**src/rtl/spi_frame_decoder.sv**
```systemverilog
// SPI write-frame decoder.
//
// Turns the byte stream of one SPI chip-select frame into register-write strobes.
// Frame layout: command byte 0xA5, one address byte, then any number of
// DATA_BYTES-byte words. Each word goes out as one write, and the address
// advances after every write. Any other command byte makes the decoder skip
// the rest of the frame and report cmd_err.
//
// Parameters
//   ADDR_W     write-address width, 1..8 (taken from the low bits of the address byte)
//   DATA_BYTES bytes per write word, 1..4
//
// Ports
//   clk                 system clock, rising edge
//   rst_n               synchronous active-low reset
//   byte_valid          one-cycle strobe: byte_data_recieved holds a received byte
//   byte_data_recieved  received SPI byte
//   ssel_active         chip-select asserted (frame in progress)
//   ssel_endmessage     one-cycle strobe at chip-select deassertion
//   wr_en               one-cycle write strobe
//   wr_addr             write address, valid with wr_en
//   wr_data             write word, first received byte in the MSBs, valid with wr_en
//   cmd_err             one-cycle strobe: unknown command byte
//   frame_err           one-cycle strobe: frame ended mid-word or before the address byte
//   busy                decoder is inside a frame (not idle)
//   frame_cnt           number of error-free completed write frames, wraps at 8 bits
module spi_frame_decoder #(
  parameter int unsigned ADDR_W     = 8,
  parameter int unsigned DATA_BYTES = 2
) (
  input  logic                    clk,
  input  logic                    rst_n,
  input  logic                    byte_valid,
  input  logic [7:0]              byte_data_recieved,
  input  logic                    ssel_active,
  input  logic                    ssel_endmessage,
  output logic                    wr_en,
  output logic [ADDR_W-1:0]       wr_addr,
  output logic [8*DATA_BYTES-1:0] wr_data,
  output logic                    cmd_err,
  output logic                    frame_err,
  output logic                    busy,
  output logic [7:0]              frame_cnt
);

  localparam int unsigned WdataW  = 8 * DATA_BYTES;
  localparam int unsigned CntW    = $clog2(DATA_BYTES + 1);
  localparam logic [7:0]  CmdWrite = 8'hA5;

  typedef enum logic [2:0] {
    StIdle,
    StCmd,
    StAddr,
    StData,
    StDrop
  } state_e;

  state_e              state_q;
  logic [ADDR_W-1:0]   addr_q;
  logic [WdataW-1:0]   word_q;
  logic [CntW-1:0]     cnt_q;
  logic                done_q;   // at least one write issued in this frame
  logic                ssel_q;   // ssel_active from the previous cycle

  // State of the frame after the current byte has been applied. The frame-end
  // logic looks at these values, so a byte arriving together with the frame
  // end is always consumed first.
  state_e              st_b;
  logic [ADDR_W-1:0]   addr_b;
  logic [WdataW-1:0]   word_b;
  logic [CntW-1:0]     cnt_b;
  logic                done_b;
  logic                wr_fire;
  logic                cmd_bad;
  logic [WdataW+7:0]   shifted;

  logic                frame_end;
  logic                frame_start;

  // A chip-select release with no ssel_endmessage strobe also ends the frame.
  assign frame_end   = ssel_endmessage | (ssel_q & ~ssel_active);
  // A frame starts only on a rising chip-select. After reset the decoder
  // therefore waits for a fresh assertion and ignores the tail of an
  // interrupted frame.
  assign frame_start = ssel_active & ~ssel_q;

  assign busy = (state_q != StIdle);

  always_comb begin
    st_b    = state_q;
    addr_b  = addr_q;
    word_b  = word_q;
    cnt_b   = cnt_q;
    done_b  = done_q;
    wr_fire = 1'b0;
    cmd_bad = 1'b0;
    // Concatenate and keep the low bits: this shifts MSB-first and also
    // works when the word is a single byte.
    shifted = {word_q, byte_data_recieved};

    if (byte_valid) begin
      unique case (state_q)
        StCmd: begin
          if (byte_data_recieved == CmdWrite) begin
            st_b = StAddr;
          end else begin
            st_b    = StDrop;
            cmd_bad = 1'b1;
          end
        end
        StAddr: begin
          addr_b = byte_data_recieved[ADDR_W-1:0];
          cnt_b  = '0;
          done_b = 1'b0;
          st_b   = StData;
        end
        StData: begin
          word_b = shifted[WdataW-1:0];
          if (cnt_q == CntW'(DATA_BYTES - 1)) begin
            wr_fire = 1'b1;
            cnt_b   = '0;
            done_b  = 1'b1;
          end else begin
            cnt_b = cnt_q + 1'b1;
          end
        end
        default: begin
          // Idle and drop states ignore bytes.
        end
      endcase
    end
  end

  always_ff @(posedge clk) begin
    if (!rst_n) begin
      state_q   <= StIdle;
      addr_q    <= '0;
      word_q    <= '0;
      cnt_q     <= '0;
      done_q    <= 1'b0;
      // Treated as "already asserted" so that a chip-select that is still
      // high when reset is released does not count as a new frame.
      ssel_q    <= 1'b1;
      wr_en     <= 1'b0;
      wr_addr   <= '0;
      wr_data   <= '0;
      cmd_err   <= 1'b0;
      frame_err <= 1'b0;
      frame_cnt <= '0;
    end else begin
      ssel_q    <= ssel_active;
      wr_en     <= 1'b0;
      frame_err <= 1'b0;
      cmd_err   <= cmd_bad;

      state_q <= st_b;
      addr_q  <= addr_b;
      word_q  <= word_b;
      cnt_q   <= cnt_b;
      done_q  <= done_b;

      if (wr_fire) begin
        wr_en   <= 1'b1;
        wr_addr <= addr_b;
        wr_data <= word_b;
        addr_q  <= addr_b + 1'b1;
      end

      if (state_q == StIdle) begin
        if (frame_start) begin
          state_q <= StCmd;
        end
      end else if (frame_end) begin
        state_q <= StIdle;
        cnt_q   <= '0;
        word_q  <= '0;
        done_q  <= 1'b0;
        unique case (st_b)
          StCmd, StAddr: frame_err <= 1'b1;
          StData: begin
            if (cnt_b != '0) begin
              frame_err <= 1'b1;
            end else if (done_b) begin
              frame_cnt <= frame_cnt + 8'd1;
            end
          end
          default: begin
            // A dropped frame ends silently; cmd_err has already been reported.
          end
        endcase
      end
    end
  end

endmodule

```
**config.mk**
```make
export PLATFORM = sky130hd
export DESIGN_NAME = spi_frame_decoder
export DESIGN_NICKNAME = d
export VERILOG_FILES = /design/src/rtl/spi_frame_decoder.sv
export SDC_FILE = /design/constraint.sdc
export NUM_CORES = 1
export LEC_CHECK = 0
export BUFFER_PORTS_ARGS = -buffer_cell sky130_fd_sc_hd__buf_4
export CAP_MARGIN = 10
export CORE_MARGIN = 2
export CORE_UTILIZATION = 54
export CTS_CLUSTER_SIZE = 12
export DETAILED_ROUTE_END_ITERATION = 12
export GPL_TIMING_DRIVEN = 1
export PLACE_DENSITY = 0.88
export SKIP_LAST_GASP = 1
export SLEW_MARGIN = 20
export SYNTH_ARGS = -nofsm -noshare
export SYNTH_HDL_FRONTEND = slang
export SYNTH_SLANG_ARGS = --single-unit
```
**constraint.sdc**
```tcl
create_clock -name clk -period 2.1 [get_ports clk]
set_input_delay 0.315 -clock clk [delete_from_list [all_inputs] [get_ports clk]]
set_output_delay 0.315 -clock clk [all_outputs]
set_load 0.02 [all_outputs]
```
### Word-level counts from Yosys, hierarchy flattened

Index checks and enable logic that the tools add are counted.

| storage, ports and cells | value |
|---|---|
| register bits after elaboration | 66 |
| bits of input ports | 13 |
| output and inout port bits | 36 |
| logic and storage cells | 69 |

| cells by class | value |
|---|---|
| add/sub/neg operators | 3 |
| equal/unequal tests | 8 |
| mux-type cells | 30 |
| bitwise gates (word level) | 9 |
| reductions and logical operators | 7 |

Operators by type and width:

| kind | count |
|---|---|
| 16-bit two-way mux | 4 |
| 8-bit two-way mux | 3 |
| 8-bit by 1-bit adder with 8-bit output (second input constant) | 2 |
| 3-bit two-way mux | 5 |
| 3-bit by 2-bit == test with 1-bit output (second input constant) | 4 |
| 1-bit two-way mux | 10 |
| 8-bit == test (second input constant) | 1 |
| 2-bit two-way mux | 4 |
| 3-bit by 1-bit == test with 1-bit output (second input constant) | 2 |
| 1-bit inverter | 6 |
| 3-bit one-hot mux with 2 select lines | 1 |
| 5-bit AND reduction | 1 |
| 1-bit one-hot mux with 2 select lines | 2 |
| 2-bit one-hot mux with 2 select lines | 1 |
| 3-bit zero test | 1 |
| 3-bit AND reduction | 1 |
| 3-bit nonzero test | 1 |
| 3-bit OR reduction | 1 |
| 2-bit by 1-bit adder with 2-bit output (second input constant) | 1 |
| 1-bit bitwise AND | 2 |
| 2-bit by 1-bit == test with 1-bit output (second input constant) | 1 |
| 2-bit nonzero test | 1 |
| 2-bit OR reduction | 1 |
| 1-bit OR | 1 |

### Longest topological paths before layout

| depth | value |
|---|---|
| depth after elaboration | 7 |
| mapped depth | 8 |
| mapped depth without buffers | 7 |

### Worst setup path after synthesis

No wires, ideal clock.

| timing path | value |
|---|---|
| kind | flip-flop to flip-flop |
| start | reg state_q[2] |
| end | reg addr_q[2] |
| arrival time | 1.717 ns |
| path slack | 0.256 ns |
| cell stages (with the launch flop) | 9 |
| path buffers | 1 |
| period minus slack after synthesis | 1.844 ns |
| cells stage by stage | dfxtp_1 > and4bb_4 > buf_6 > mux2i_1 > inv_1 > ha_1 > nand3_1 > xnor2_1 > nor2_1 |

| on the way | value |
|---|---|
| cells in the longest elaborated chain, start to end | 5 |

RTL lines:

| item | line | source |
|---|---|---|
| start: declaration | 58 | `state_e state_q;` |
| start signal: assignment | 136 | `state_q <= StIdle;` |
| start signal: assignment | 156 | `state_q <= st_b;` |
| start signal: assignment | 171 | `state_q <= StCmd;` |
| 3-bit by 2-bit == test with 1-bit output | 102 | `unique case (state_q)` |
| 8-bit two-way mux | 102 |  |
| 8-bit two-way mux | 101 | `if (byte_valid) begin` |
| via addr_b[0] | 69 | `logic [ADDR_W-1:0] addr_b;` |
| 8-bit by 1-bit adder with 8-bit output | 166 | `addr_q <= addr_b + 1'b1;` |
| 8-bit two-way mux | 162 | `if (wr_fire) begin` |
| end signal: assignment | 157 | `addr_q <= addr_b;` |
| end signal: assignment | 166 |  |
| end: declaration | 59 | `logic [ADDR_W-1:0] addr_q;` |

The timed path passes the listed nets, and every way through them passes these cells.
A chain may end at the register's enable or synchronous reset.

### Worst setup path after layout

| timing path | value |
|---|---|
| start | reg state_q[2] |
| end | reg addr_q[4] |

The elaborated chain is that of the path after synthesis.

==> results.md <==
- Core box area: between 0.004 and 0.005 mm2
- Crit end category: flip-flop
- Post-synth top area share: 45.6%
- Design area: 0.00320 mm2
- Antenna Cells: 0
- Worst hold-check path type: input port to flip-flop
- GP Congestion: 0.825
- Synth unique cells: 42
- Fillers: 331
- Fmax: slightly above 0.5 GHz
- GRT met3 Usage: 6.49%
- Drc violations: 0
- Reg2Reg Setup Slack: 0.17 ns
- Mapped Area: between 0.002 and 0.003 mm2
- Dpl cells: 389
- Peak supply drop: about 0.36 mV
- Port bufs: 48
- Final Instance Count excl. Fillers: 409
- Crit share post-route: 91.7%
- CP Class: flip-flop to flip-flop
- Worst R2R End: addr_q[4]
- Die X: about 73 um
- MaxCap Viol Count: 0
- Sequential share of the synthesized area: a little under half
- Setup TNS: 0 ns
- Synth Instances: 296
- Dominant cell type by area after synthesis: dfxtp_1
- CTS sink count: 58
- Rel. slew slack: 56.8%
- Drt first pass iters: 5
- Post-Route WL: 6200 um
- Via Count: 2364
- Synth cell count leaders: dfxtp_1, nand2_1, a21oi_1, mux2i_1, nor2_1
- Layout cell share with drive strength beyond 1: 24.4%
- Placed Area: 0.00299 mm2
- Main flop type after synthesis: dfxtp_1
- Status: finished, final reports clean
- First-pass GRT wire length: 9800 um
- CP Data Arrival Time: 2.19 ns
- Critical Path Fanout Max: 9
- Most common cell in the netlist: dfxtp_1
- R2R Path Start: state_q[2]
- H-tree Lvls: 3
- Final Hold Fails: 0
- TritonCTS clock tree: yes
- Max Slew Vio Count: 0
- R2R depth: 7
- Grt met1 use: around 29%
- Clk_lat worst skew: 0.34 ns
- Dpl hpwl: 4000 um
- Iter 0 DRT Violations: 193
- Antenna viol nets, final: 0
- Yosys warnings: 0
- GRT Util Overall: between 20% and 30%
- Die Ht: 72.6 um
- I/O Pins: roughly 50
- Vias per cell: between 5 and 6
- Effective utilization at floorplan: 57.2%
- Hold depth: 2
- WP data required: approximately 2.4 ns
- Number of global-route vias before repair: between 2000 and 2500
- Crit path time final: 1.93 ns
- WL/cell: 15.2 um
- Clock buffer depth: 2
- GRT overflow: 0
- Global-route met2 utilization: approximately two fifths
- Static leakage: about 1.2 nW
- Largest net degree at the start of global routing: 23
- Post-synth ARST share: 0%
- Rows: 24
- Least-Margin Pin Slew: 0.648 ns
- Synth Net Count: 311
- Synth-to-Final Area Change: 26.0%
- Most Used Layer, Global Route: met2
- Clock buffer count from CTS: 9
- Hold-fix buffers at CTS: 0
- CP Launch Point: state_q[2]
- Largest cells by area after synthesis: dfxtp_1, nand2_1, mux2i_1
- Unrepaired setup endpoints after global routing: false
- EDFF count, synth: 0
- Final setup violation count: 0
- Net count, final: 367
- Initial antenna violation count: 0
- CP endpoint: addr_q[4]
- PwrDens: 672 mW/mm2
- CP startpoint kind: flip-flop
- Clock-pin slew on the worst setup and hold paths: 0.06 ns
- Post-synthesis register bit count: 58
- Final setup skew: 0.00503 ns
- Die area: 0.00528 mm2
- Root Driver: clkbuf_8
- Syn avg cell area: 8.59 um2
[metrics by stage]
stage / hold WS, ns / power, W / utilization [%] / setup WS, ns
floorplan: 0.416 / 0.00118 / - / 0.256
global placement: 0.441 / 0.00123 / 67.2 / 0.267
detailed placement: 0.448 / 0.00123 / 67.2 / 0.0869
CTS: 0.174 / 0.00216 / 71.3 / 0.0668
global route: 0.185 / 0.00220 / 72.1 / 0.0306
finish: 0.179 / 0.00215 / 72.1 / 0.174
[registers in the layout, summed over array words and instances, names as in the netlist]
| name | flops |
|---|---|
| wr_data | 16 |
| addr_q | 8 |
| frame_cnt | 8 |
| word_q | 8 |
| wr_addr | 8 |
| state_q | 3 |
| cnt_q | 2 |
| cmd_err | 1 |
| done_q | 1 |
| frame_err | 1 |
| ssel_q | 1 |
| wr_en | 1 |
[cell families (layout without fill, tap and decap cells)]
| kind of cell | after synthesis | after routing | synth area share, % |
|---|---|---|---|
| fa+ha+maj | 2 | 2 | 0.984 |
| buf+inv | 27 | 88 | 4.67 |
| simple gates | 136 | 136 | 27.3 |
| mux | 20 | 20 | 7.97 |
| xor+xnor | 2 | 2 | 0.689 |
| compound gates | 51 | 51 | 12.7 |
| flops | 58 | 58 | 45.6 |
[where the power goes]
group / internal (W) / leakage (nW) / switching (W)
clock network: 0.000522 / 0.0965 / 0.000423
registers: 0.00110 / 0.467 / 0.00000253
logic: 0.0000399 / 0.670 / 0.0000623
total: 0.00167 / 1.23 / 0.000488
[timing repair]
item | in CTS | in global routing
resized for setup | 0 | 1
buffers inserted | 0 | 4
setup endpoints to repair | 0 | 3
[area by class of cell]
cell class / instances / area [um2] / share of cell area [%]
clock buffer: 14 / 173 / 5.39
inverter: 8 / 30.0 / 0.937
multi-input combinational: 211 / 1270 / 39.7
sequential: 58 / 1160 / 36.2
tap: 52 / 65.1 / 2.03
timing repair buffer: 64 / 493 / 15.4
clock inverter: 2 / 10.0 / 0.312
[worst min-delay path by stage]
stage                           start        end  slack [ns]
after floorplan           ssel_active     ssel_q        0.42
after global placement      word_q[6]  word_q[6]        0.44
final                     ssel_active     ssel_q        0.18
after CTS                 ssel_active     ssel_q        0.17
after detailed placement    word_q[4]  word_q[4]        0.45
after global routing      ssel_active     ssel_q        0.19
[layer usage]
layer	up-vias	share of wire, %
met5	-	0
met3	15	6.6
met1	1105	41
met4	0	2.0
met2	96	50
li1	1148	-
[critical path, stage by stage, from the launching register on]
cell	delay, ns
dfxtp_1	0.38
and4bb_4	0.44
mux2i_2	0.31
inv_1	0.09
ha_1	0.20
nand3_1	0.18
nor4_1	0.07
nor3_1	0.17
[cells in the final DEF (no fill, tap or decap), types with 2 or more instances in the layout]
| cell type | synthesis | layout |
|---|---|---|
| buf_4 | 2 | 63 |
| dfxtp_1 | 58 | 58 |
| nand2_1 | 57 | 57 |
| a21oi_1 | 28 | 28 |
| mux2i_1 | 18 | 17 |
| nor2_1 | 16 | 16 |
| nand3_1 | 14 | 14 |
| clkbuf_8 | 0 | 12 |
| a211oi_1 | 11 | 11 |
| nand2b_1 | 11 | 11 |
| inv_1 | 8 | 8 |
| nor3_1 | 8 | 7 |
| nor4_1 | 7 | 7 |
| nor2b_1 | 5 | 5 |
| nor4b_1 | 3 | 3 |
| nand4_1 | 2 | 2 |
| nand3b_1 | 2 | 2 |
| or3_1 | 2 | 2 |
| o21ai_0 | 2 | 2 |
| mux2_2 | 2 | 2 |
| o21a_1 | 2 | 2 |
| o31a_1 | 2 | 2 |
| xnor2_1 | 2 | 2 |
| ha_1 | 2 | 2 |
| clkinv_2 | 0 | 2 |
| clkbuf_1 | 13 | 2 |
Note: power is estimated with default switching activity, not from simulation.
